<file path="src/rtl/pcode_rx_pkg.sv">
// pcode_rx_pkg: shared acquisition state encoding and default correlator constants
package pcode_rx_pkg;
  typedef enum logic [1:0] {
    SEARCH = 2'd0,
    VERIFY = 2'd1,
    LOCK   = 2'd2
  } state_t;
  localparam int INT_LEN_DEF   = 1023;
  localparam int CNT_WIDTH_DEF = 11;
  localparam int THRESH_DEF    = 900;
endpackage

</file>
<file path="src/rtl/pcode_corr_acc.sv">
// pcode_corr_acc: integrate-and-dump chip correlator with registered dump outputs
//   in : clk, reset_n (async, active low), clear (sync restart), en (chip strobe), match (rx==ref)
//   out: dump, hit_now (combinational decision on the last-chip edge)
//        corr, dump_valid, hit (registered dump results)
module pcode_corr_acc
  import pcode_rx_pkg::*;
#(
  parameter int INT_LEN   = INT_LEN_DEF,
  parameter int CNT_WIDTH = CNT_WIDTH_DEF,
  parameter int THRESH    = THRESH_DEF
) (
  input  logic                        clk,
  input  logic                        reset_n,
  input  logic                        clear,
  input  logic                        en,
  input  logic                        match,
  output logic                        dump,
  output logic                        hit_now,
  output logic signed [CNT_WIDTH:0]   corr,
  output logic                        dump_valid,
  output logic                        hit
);
  logic signed [CNT_WIDTH:0] acc, acc_next;
  logic        [CNT_WIDTH:0] mag;
  logic        [CNT_WIDTH-1:0] chip_cnt;
  always_comb begin
    acc_next = match ? acc + (CNT_WIDTH+1)'(1) : acc - (CNT_WIDTH+1)'(1);
    // magnitude: an inverted data bit gives a strong negative sum that still counts as a hit
    mag      = acc_next[CNT_WIDTH] ? -acc_next : acc_next;
    hit_now  = mag >= (CNT_WIDTH+1)'(THRESH);
    dump     = en && chip_cnt == CNT_WIDTH'(INT_LEN - 1);
  end
  always_ff @(posedge clk or negedge reset_n)
    if (!reset_n) begin
      acc        <= '0;
      chip_cnt   <= '0;
      corr       <= '0;
      dump_valid <= 1'b0;
      hit        <= 1'b0;
    end else if (clear) begin
      acc        <= '0;
      chip_cnt   <= '0;
      corr       <= '0;
      dump_valid <= 1'b0;
      hit        <= 1'b0;
    end else begin
      dump_valid <= dump;
      if (en) begin
        acc      <= dump ? '0 : acc_next;
        chip_cnt <= dump ? '0 : chip_cnt + 1'b1;
      end
      if (dump) begin
        corr <= acc_next;
        hit  <= hit_now;
      end
    end
endmodule

</file>
<file path="src/rtl/pcode_correlator.sv">
// pcode_correlator: P-code despreader with SEARCH/VERIFY/LOCK acquisition and slip requests
//   in : clk, reset_n (async, active low), clear (sync restart, beats en), en (chip strobe),
//        rx_chip (received chip), ref_chip (aligned replica chip)
//   out: corr (signed dump), dump_valid (pulse), hit (held per dump), slip_req (pulse),
//        locked (state==LOCK), state (SEARCH=0, VERIFY=1, LOCK=2)
module pcode_correlator
  import pcode_rx_pkg::*;
#(
  parameter int INT_LEN   = INT_LEN_DEF,
  parameter int CNT_WIDTH = CNT_WIDTH_DEF,
  parameter int THRESH    = THRESH_DEF,
  parameter int LOCK_CNT  = 3,
  parameter int LOSS_CNT  = 2
) (
  input  logic                      clk,
  input  logic                      reset_n,
  input  logic                      clear,
  input  logic                      en,
  input  logic                      rx_chip,
  input  logic                      ref_chip,
  output logic signed [CNT_WIDTH:0] corr,
  output logic                      dump_valid,
  output logic                      hit,
  output logic                      slip_req,
  output logic                      locked,
  output logic [1:0]                state
);
  localparam int HW = $clog2(LOCK_CNT + 1);
  localparam int MW = $clog2(LOSS_CNT + 1);
  state_t st, st_n;
  logic [HW-1:0] hit_cnt, hit_cnt_n;
  logic [MW-1:0] miss_cnt, miss_cnt_n;
  logic dump, hit_now, slip_n;
  pcode_corr_acc #(
    .INT_LEN  (INT_LEN),
    .CNT_WIDTH(CNT_WIDTH),
    .THRESH   (THRESH)
  ) u_acc (
    .clk       (clk),
    .reset_n   (reset_n),
    .clear     (clear),
    .en        (en),
    .match     (rx_chip ~^ ref_chip),
    .dump      (dump),
    .hit_now   (hit_now),
    .corr      (corr),
    .dump_valid(dump_valid),
    .hit       (hit)
  );
  assign state = st;
  // the FSM only moves on dump edges, using the fresh hit decision of that dump
  always_comb begin
    st_n       = st;
    hit_cnt_n  = hit_cnt;
    miss_cnt_n = miss_cnt;
    slip_n     = 1'b0;
    if (dump)
      case (st)
        SEARCH:
          if (hit_now) begin
            hit_cnt_n  = HW'(1);
            miss_cnt_n = '0;
            st_n       = LOCK_CNT == 1 ? LOCK : VERIFY;
          end else slip_n = 1'b1;
        VERIFY:
          if (hit_now) begin
            hit_cnt_n = hit_cnt + HW'(1);
            if (hit_cnt + HW'(1) == HW'(LOCK_CNT)) begin
              st_n       = LOCK;
              miss_cnt_n = '0;
            end
          end else begin
            st_n      = SEARCH;
            slip_n    = 1'b1;
            hit_cnt_n = '0;
          end
        LOCK:
          if (hit_now) miss_cnt_n = '0;
          else if (miss_cnt + MW'(1) == MW'(LOSS_CNT)) begin
            st_n       = SEARCH;
            slip_n     = 1'b1;
            hit_cnt_n  = '0;
            miss_cnt_n = '0;
          end else miss_cnt_n = miss_cnt + MW'(1);
        default: begin
          st_n       = SEARCH;
          hit_cnt_n  = '0;
          miss_cnt_n = '0;
        end
      endcase
  end
  always_ff @(posedge clk or negedge reset_n)
    if (!reset_n) begin
      st       <= SEARCH;
      hit_cnt  <= '0;
      miss_cnt <= '0;
      slip_req <= 1'b0;
      locked   <= 1'b0;
    end else if (clear) begin
      st       <= SEARCH;
      hit_cnt  <= '0;
      miss_cnt <= '0;
      slip_req <= 1'b0;
      locked   <= 1'b0;
    end else begin
      st       <= st_n;
      hit_cnt  <= hit_cnt_n;
      miss_cnt <= miss_cnt_n;
      slip_req <= slip_n;
      locked   <= st_n == LOCK;
    end
endmodule

</file>
<file path="config.mk">
export PLATFORM = sky130hd
export DESIGN_NAME = pcode_correlator
export DESIGN_NICKNAME = d
export VERILOG_FILES = /design/src/rtl/pcode_rx_pkg.sv /design/src/rtl/pcode_corr_acc.sv /design/src/rtl/pcode_correlator.sv
export SDC_FILE = /design/constraint.sdc
export NUM_CORES = 1
export LEC_CHECK = 0
export BUFFER_PORTS_ARGS = -buffer_cell sky130_fd_sc_hd__buf_2
export CAP_MARGIN = 20
export CORE_MARGIN = 2
export CORE_UTILIZATION = 60
export CTS_CLUSTER_SIZE = 20
export DETAILED_ROUTE_END_ITERATION = 8
export PLACE_DENSITY = 0.79
export SLEW_MARGIN = 20
export SYNTH_ARGS = -nofsm -noshare
export SYNTH_HDL_FRONTEND = slang
export SYNTH_SLANG_ARGS = --single-unit
</file>
<file path="constraint.sdc">
create_clock -name clk -period 4.85 [get_ports clk]
set_clock_uncertainty 0.15 [all_clocks]
set_input_delay 0.485 -clock clk [delete_from_list [all_inputs] [get_ports clk]]
set_output_delay 0.485 -clock clk [all_outputs]
set_load 0.02 [all_outputs]
</file>
==> results of run 1 <==
## logic make-up (layout without fill, tap and decap cells)
family,Yosys count,count (layout)
AO/OA/AOI/OAI,79,79
XOR/XNOR,18,18
adder cells (fa/ha/maj),6,6
buffers and inverters,35,41
flip-flops,45,45
multiplexers,5,5
AND/OR/NAND/NOR,159,159
## cell type report
cell class	instances	area, um^2
clock buffer	7	76.3
clock inverter	1	7.51
fill	431	1780
inverter	8	30.0
multi-input combinational	267	1770
sequential	45	1130
tap	70	87.6
timing repair buffer	25	133
## state kept, by name, indices dropped and copies added, names as in the netlist
name and cells:
u_acc.acc 12, u_acc.corr 12, u_acc.chip_cnt 11, hit_cnt 2, miss_cnt 2, state 2, locked 1, slip_req 1
u_acc.dump_valid 1, u_acc.hit 1
## power groups by stage
stage	registers, mW	clock network, mW	logic (mW)
3_3_place_gp	0.453	0	0.381
5_1_grt	0.454	0.257	0.434
6_report	0.447	0.232	0.395
3_5_place_dp	0.454	0	0.389
2_1_floorplan	0.430	0	0.350
4_1_cts	0.447	0.242	0.391
## synthesized netlist by cell type, types with 5 or more instances
cell	instances
xnor2_1	6
o21ai_0	17
ha_1	6
nor3_1	12
xor2_1	9
dfrtp_1	45
nor2_1	27
clkbuf_1	16
and2_1	5
a21oi_1	17
nand3_1	8
nand2_1	44
nand2b_1	7
inv_1	6
nand4_1	5
a211oi_1	5
## worst max-delay path, delay by kind of cell, from the launching register on
family | cells | cell delay (ns)
flip-flops | 1 | 0.63
multiplexers | 2 | 0.58
AND/OR/NAND/NOR | 4 | 1.69
XOR/XNOR | 2 | 0.33
adder cells (fa/ha/maj) | 1 | 0.35
AO/OA/AOI/OAI | 3 | 0.45
## stage by stage
| step | cells | util | instance area (um^2) | worst slack (ns) |
|---|---|---|---|---|
| after floorplan | 347 | - | 3070 | 0.506 |
| after global placement | 415 | 0.627 | 3140 | 0.609 |
| after detailed placement | 415 | 0.627 | 3140 | 0.492 |
| after CTS | 423 | 0.644 | 3230 | 0.573 |
| after global routing | 423 | 0.644 | 3230 | 0.375 |
| final | 423 | 0.644 | 3230 | 0.562 |
## per-layer routing
layer	share of wire	GRT usage	routed length, um	vias up
met5	0	0	0	-
met4	0.0074	0.0643	48	0
met3	0.056	0.0397	360	5
met2	0.47	0.391	3040	76
met1	0.47	0.345	3020	1222
li1	-	-	-	1256
## final timing paths
path | endpoint | slack, ns
max | hit_cnt[1] | 0.56
min | u_acc.acc[0] | 0.03
max reg2reg | hit_cnt[1] | 0.56
min reg2reg | u_acc.chip_cnt[10] | 0.33
max in group asynchronous | u_acc.chip_cnt[2] | 4.13
min in group clk | u_acc.chip_cnt[10] | 0.33
==> key figures, run 1 <==
Yosys
  – Yosys top cell area share: 0.367
  – Seq/Total Area, Yosys: 0.367
  – Syn avg cell area: between 8 and 9 um^2
  – Post-synthesis simple-gate area fraction: 0.292
  – Post-synth net total: 359
  – Synthesized flop and latch total: 45
  – Synth area leaders: dfrtp_1 (37%), nand2_1 (5.4%), nor2_1 (3.3%)
  – Main combinational cell family by area after synthesis: simple AND/OR/NAND/NOR gates
  – Fraction of synthesized area in multiplexers: 0.0212
  – Asr flop ratio synth: 1.00
  – Main synth FF type: dfrtp_1
  – Ys Warns: 0
  – Adder-Cell Fraction of Synth Area: 0.0244
  – Compound-Gate Fraction of Synth Area: 0.179
  – XOR/XNOR Fraction of Synth Area: 0.0587
  – Largest area contributor in the netlist: dfrtp_1
  – EDFF count, synth: 0
  – Yosys cell types: 73
  – Post-synthesis cell count: approximately 350
  – Mapped Area: about 0.0031 mm^2

Cells and area
  – Commonest non-fill, non-tap cell in the layout: dfrtp_1
  – Final #Nets: between 300 and 400
  – Most frequent cells in the layout: dfrtp_1 (45), nand2_1 (44), nor2_1 (27)
  – ANT cells: 0
  – Layout area overhead: 5.13%
  – Share of layout cells above drive strength 1: 0.184

Drt
  – Vias: 2559
  – Detail-routed net length per standard cell: 15.3 um
  – Post-route ant nets: 0
  – Vias/cell: 6.05
  – DR iter-0 viols: 141
  – Drc violations: 0
  – DRT Pass-1 Iters: 4
  – Final wirelength: 6470 um

Critical path
  – Worst Reg2Reg Path Length in Cells: 12
  – Crit Path Category: flip-flop to flip-flop
  – Critical path required time: 4.92 ns
  – WP data arrival: 4.36 ns
  – FF-to-FF Start: u_acc.acc[1]
  – CP max stage cell: dfrtp_1
  – CP Cell Sequence: xnor2_1, ha_1, or4_4, mux2i_4, xnor2_2, nor4_4, mux2_2, o211ai_1, a22oi_2, or2_1, or4b_1, a31oi_1
  – CP Launch Type: flip-flop
  – CP peak stage delay: 0.63 ns
  – Crit-path max FO: 14
  – Worst Setup SP: u_acc.acc[1]
  – Crit. End Element: flip-flop

Die
  – Full die area: 0.00571 mm^2
  – Die Y: about 76 um
  – Row count: 26
  – Core area: 0.00501 mm^2
  – Die W: 75.5 um
  – Initial core utilization: 0.613
  – Io pins: 24

Power and ir drop
  – Seq pwr share: 0.416
  – Cell leakage power: between 1 and 1.5 nW
  – Comb power frac: 0.367
  – Peak VDD IR: 0.123 mV
  – Net Sw Frac: 0.387
  – Overall Power: 1.07 mW
  – Clock group share of total power: 0.216
  – Pint: approximately 0.66 mW
  – Psw: 0.416 mW
  – Power Dens Cells: approximately 330 mW/mm^2

Clocking
  – Post-cts sizing count: 0
  – Clk sinks: 45
  – CTS HTree Levels: 2
  – CTS tree: built
  – Root Buffer: clkbuf_8
  – Longest Clk Path Bufs: 2
  – CTS Hold Bufs: 0
  – Reg clk slew, reported paths: 0.09 ns
  – Post-CTS setup buffer count: 0
  – CTS buffer count: 5
  – Clk_lat worst skew: roughly 0.30 ns

Place
  – Hpwl dp: 4540 um
  – IO Port Bufs: 23
  – Routability cong.: approximately 0.89

Global route
  – Vias in the first global route: 2316
  – First-pass GRT wire length: around 11000 um
  – Largest net degree at the start of global routing: 46
  – Global-route usage over all layers: 0.244
  – Gr ovfl total: 0
  – Initial antenna violation count: 0

STA
  – Fin. max-slew vios: 0
  – Slew @ Worst Pin: 1.07 ns
  – Final setup viols: 0
  – Unrepaired setup endpoints after global routing: no
  – Final worst path period share: 0.884
  – Peak Freq: 0.233 GHz
  – Fin. Hold Viols: 0
  – Fin crit period: roughly 4.3 ns
  – Setup TNS: 0 ns
  – Hold WS: 0.0278 ns
  – Max_slew headroom: 0.284

Flow run
  – Maxcap violations: 0

Status
  – Outcome: complete, no violations

Hold path
  – Min-delay worst type: primary input to async pin
No activity file was read; power rests on OpenSTA's default activity.
==> inputs of run 2 (changes only) <==
==> constraint.sdc (replaced) <==
create_clock -name clk -period 4.85 [get_ports clk]
set_clock_uncertainty 0.15 [all_clocks]
set_input_delay 0.97 -clock clk [delete_from_list [all_inputs] [get_ports clk]]
set_output_delay 0.97 -clock clk [all_outputs]
set_load 0.02 [all_outputs]
==> run 2 against run 1 <==
Compared with the run above:
- cell area is 1.6% higher
- sequential share of layout area shrank 0.53 points
- total power is 3.4% higher
- clock power grew 8.6%
- non-clock buffer count up 5
- die area did not move
- critical path depth increased by 2
- register-to-register slack improved by 0.14 ns
- critical endpoint unchanged
- largest cell class unchanged
==> key figures, run 2 (synthesis gave the netlist of run 1 again) <==
Cells and area
  – ANT cells: 0 (unchanged)
  – Most frequent cells in the layout: dfrtp_1 (45), nand2_1 (44), nor2_1 (27) (unchanged)
  – Layout area overhead: 6.76% (was 5.13%)
  – Final #Nets: 369 (was 364)
  – Layout fillers: 398 (was 431)
  – Share of layout cells above drive strength 1: 0.201 (was 0.184)
  – Top flop regs: u_acc.acc x12, u_acc.corr x12, u_acc.chip_cnt x11 (unchanged)
  – FF/Latch Area: 0.00113 mm^2 (unchanged)
  – Multi-input logic area: 0.00177 mm^2 (unchanged)
  – Commonest non-fill, non-tap cell in the layout: dfrtp_1 (unchanged)

Clocking
  – CTS tree: built (unchanged)
  – Clk sinks: 45 (unchanged)
  – Post-CTS setup buffer count: 0 (unchanged)
  – CTS HTree Levels: 2 (unchanged)
  – CTS Hold Bufs: 0 (unchanged)
  – Longest Clk Path Bufs: 2 (unchanged)
  – CTS buffer count: 5 (unchanged)
  – Clk_lat worst skew: 0.31 ns (was 0.30 ns)
  – Root Buffer: clkbuf_8 (unchanged)
  – Reg clk slew, reported paths: 0.09 ns (about the same)
  – Post-cts sizing count: 0 (unchanged)

Hold path
  – Min-delay worst type: flip-flop to flip-flop (was primary input to async pin)

STA
  – Peak Freq: 0.226 GHz (was 0.233 GHz)
  – Fin crit period: 4.42 ns (was 4.29 ns)
  – Setup TNS: 0 ns (unchanged)
  – Max_slew headroom: 0.289 (was 0.284)
  – Fin. max-slew vios: 0 (unchanged)
  – Fin. Hold Viols: 0 (unchanged)
  – Final worst path period share: 0.911 (was 0.884)
  – Slew @ Worst Pin: 1.06 ns (was 1.07 ns)
  – Final setup viols: 0 (unchanged)
  – Unrepaired setup endpoints after global routing: no (unchanged)
  – Final worst setup slack: 0.432 ns (was 0.562 ns)

Global route
  – Largest net degree at the start of global routing: 46 (unchanged)
  – First-pass GRT wire length: 10700 um (about the same)
  – Gr ovfl total: 0 (unchanged)
  – Global-route usage over all layers: 0.244 (about the same)
  – Initial antenna violation count: 0 (unchanged)
  – Vias in the first global route: 2249 (was 2316)

Drt
  – Post-route ant nets: 0 (unchanged)
  – Detail-routed net length per standard cell: 15.5 um (was 15.3 um)
  – DR iter-0 viols: 205 (was 141)
  – DRT Pass-1 Iters: 5 (was 4)
  – Final wirelength: 6650 um (was 6470 um)
  – Vias/cell: 6.14 (was 6.05)
  – Drc violations: 0 (unchanged)
  – Vias: 2627 (was 2559)

Place
  – IO Port Bufs: 23 (unchanged)
  – Pre-CTS setup slack: 0.144 ns (was 0.492 ns)
  – Routability cong.: 0.905 (was 0.888)
  – Hpwl dp: 4700 um (was 4540 um)

Die
  – Die W: 75.5 um (unchanged)
  – Core area: 0.00501 mm^2 (unchanged)
  – Die Y: 75.5 um (unchanged)
  – Initial core utilization: 0.613 (unchanged)
  – Full die area: 0.00571 mm^2 (unchanged)
  – Io pins: 24 (unchanged)
  – Row count: 26 (unchanged)

Critical path
  – Crit. End Element: flip-flop (unchanged)
  – Crit-path max FO: 9 (was 14)
  – CP Cell Sequence: buf_2, xnor2_2, xnor2_1, ha_1, or4_4, mux2i_4, xnor2_2, nor4_4, mux2_2, o211ai_1, a22oi_2, or2_1, or4b_1, a31oi_1 (was xnor2_1, ha_1, or4_4, mux2i_4, xnor2_2, nor4_4, mux2_2, o211ai_1, a22oi_2, or2_1, or4b_1, a31oi_1)
  – WP data arrival: 4.51 ns (was 4.36 ns)
  – CP Launch Type: primary input (was flip-flop)
  – Crit Path Category: primary input to flip-flop (was flip-flop to flip-flop)
  – CP max stage cell: or4b_1 (was dfrtp_1)
  – Critical path required time: 4.94 ns (was 4.92 ns)
  – CP peak stage delay: 0.54 ns (was 0.63 ns)
  – Crit path max-delay family: simple AND/OR/NAND/NOR gates (unchanged)
  – Most used cell, CP: xnor2_2
  – CP bufs+invs: 1 (was 0)

Power and ir drop
  – Comb power frac: 0.370 (was 0.367)
  – Power Dens Cells: 339 mW/mm^2 (was 333 mW/mm^2)
  – Peak VDD IR: 0.134 mV (was 0.123 mV)
  – Seq pwr share: 0.403 (was 0.416)
  – Net Sw Frac: 0.385 (was 0.387)
  – Clock group share of total power: 0.227 (was 0.216)
  – Cell leakage power: 1.38 nW (was 1.34 nW)
  – Pint: 0.682 mW (was 0.658 mW)
  – Psw: 0.428 mW (was 0.416 mW)

Status
  – Outcome: complete, no violations (unchanged)

Flow run
  – Maxcap violations: 0 (unchanged)
-- run 2: changes by cell type in the layout (fill, tap and decap cells not counted), sizes merged --
cell	previous run	this run
clkinvlp	1	0
buf	25	30
clkinv	0	2
clkbuf	7	6
-- run 2: power by group through the flow --
stage / combinational, mW / sequential [mW] / clock (mW)
finish: 0.411 / 0.448 / 0.252
global route: 0.449 / 0.455 / 0.273
CTS: 0.407 / 0.446 / 0.257
detailed placement: 0.405 / 0.454 / 0
global placement: 0.398 / 0.453 / 0
floorplan: 0.350 / 0.430 / 0
-- run 2: path summary, 6_finish.rpt --
check                            endpoint  cells past startpoint          from  slack [ns]
max in group asynchronous    u_acc.acc[3]                      1       reset_n        3.66
min                           miss_cnt[1]                      1   miss_cnt[1]        0.34
max reg2reg                    hit_cnt[1]                     12  u_acc.acc[1]        0.70
min in group asynchronous  u_acc.corr[11]                      1       reset_n        0.50
min reg2reg                   miss_cnt[1]                      1   miss_cnt[1]        0.34
max                            hit_cnt[1]                     14      ref_chip        0.43
-- run 2: area by class of cell --
class | instances | area share
clock buffers | 6 | 0.0252
clock inverters | 2 | 0.00420
inverters | 8 | 0.00916
multi-input cells | 267 | 0.539
flip-flops and latches | 45 | 0.344
well taps | 70 | 0.0267
repair buffers | 30 | 0.0519
-- run 2: through the flow --
step                instances   util  hold slack, ns  instance area (um^2)  power [mW]
finish                    428  0.654           0.336                  3280        1.11
global route              428  0.654           0.362                  3280        1.18
CTS                       428  0.654           0.338                  3280        1.11
detailed placement        420  0.635           0.317                  3180       0.859
global placement          420  0.635           0.302                  3180       0.851
floorplan                 347      -           0.290                  3070       0.780
-- run 2: per-layer routing --
| metal | vias to the layer above | global-route usage | share of wire |
|---|---|---|---|
| met4 | 0 | 0.0663 | 0.011 |
| met5 | - | 0 | 0 |
| met1 | 1249 | 0.352 | 0.46 |
| li1 | 1275 | - | - |
| met3 | 7 | 0.0357 | 0.059 |
| met2 | 96 | 0.386 | 0.47 |
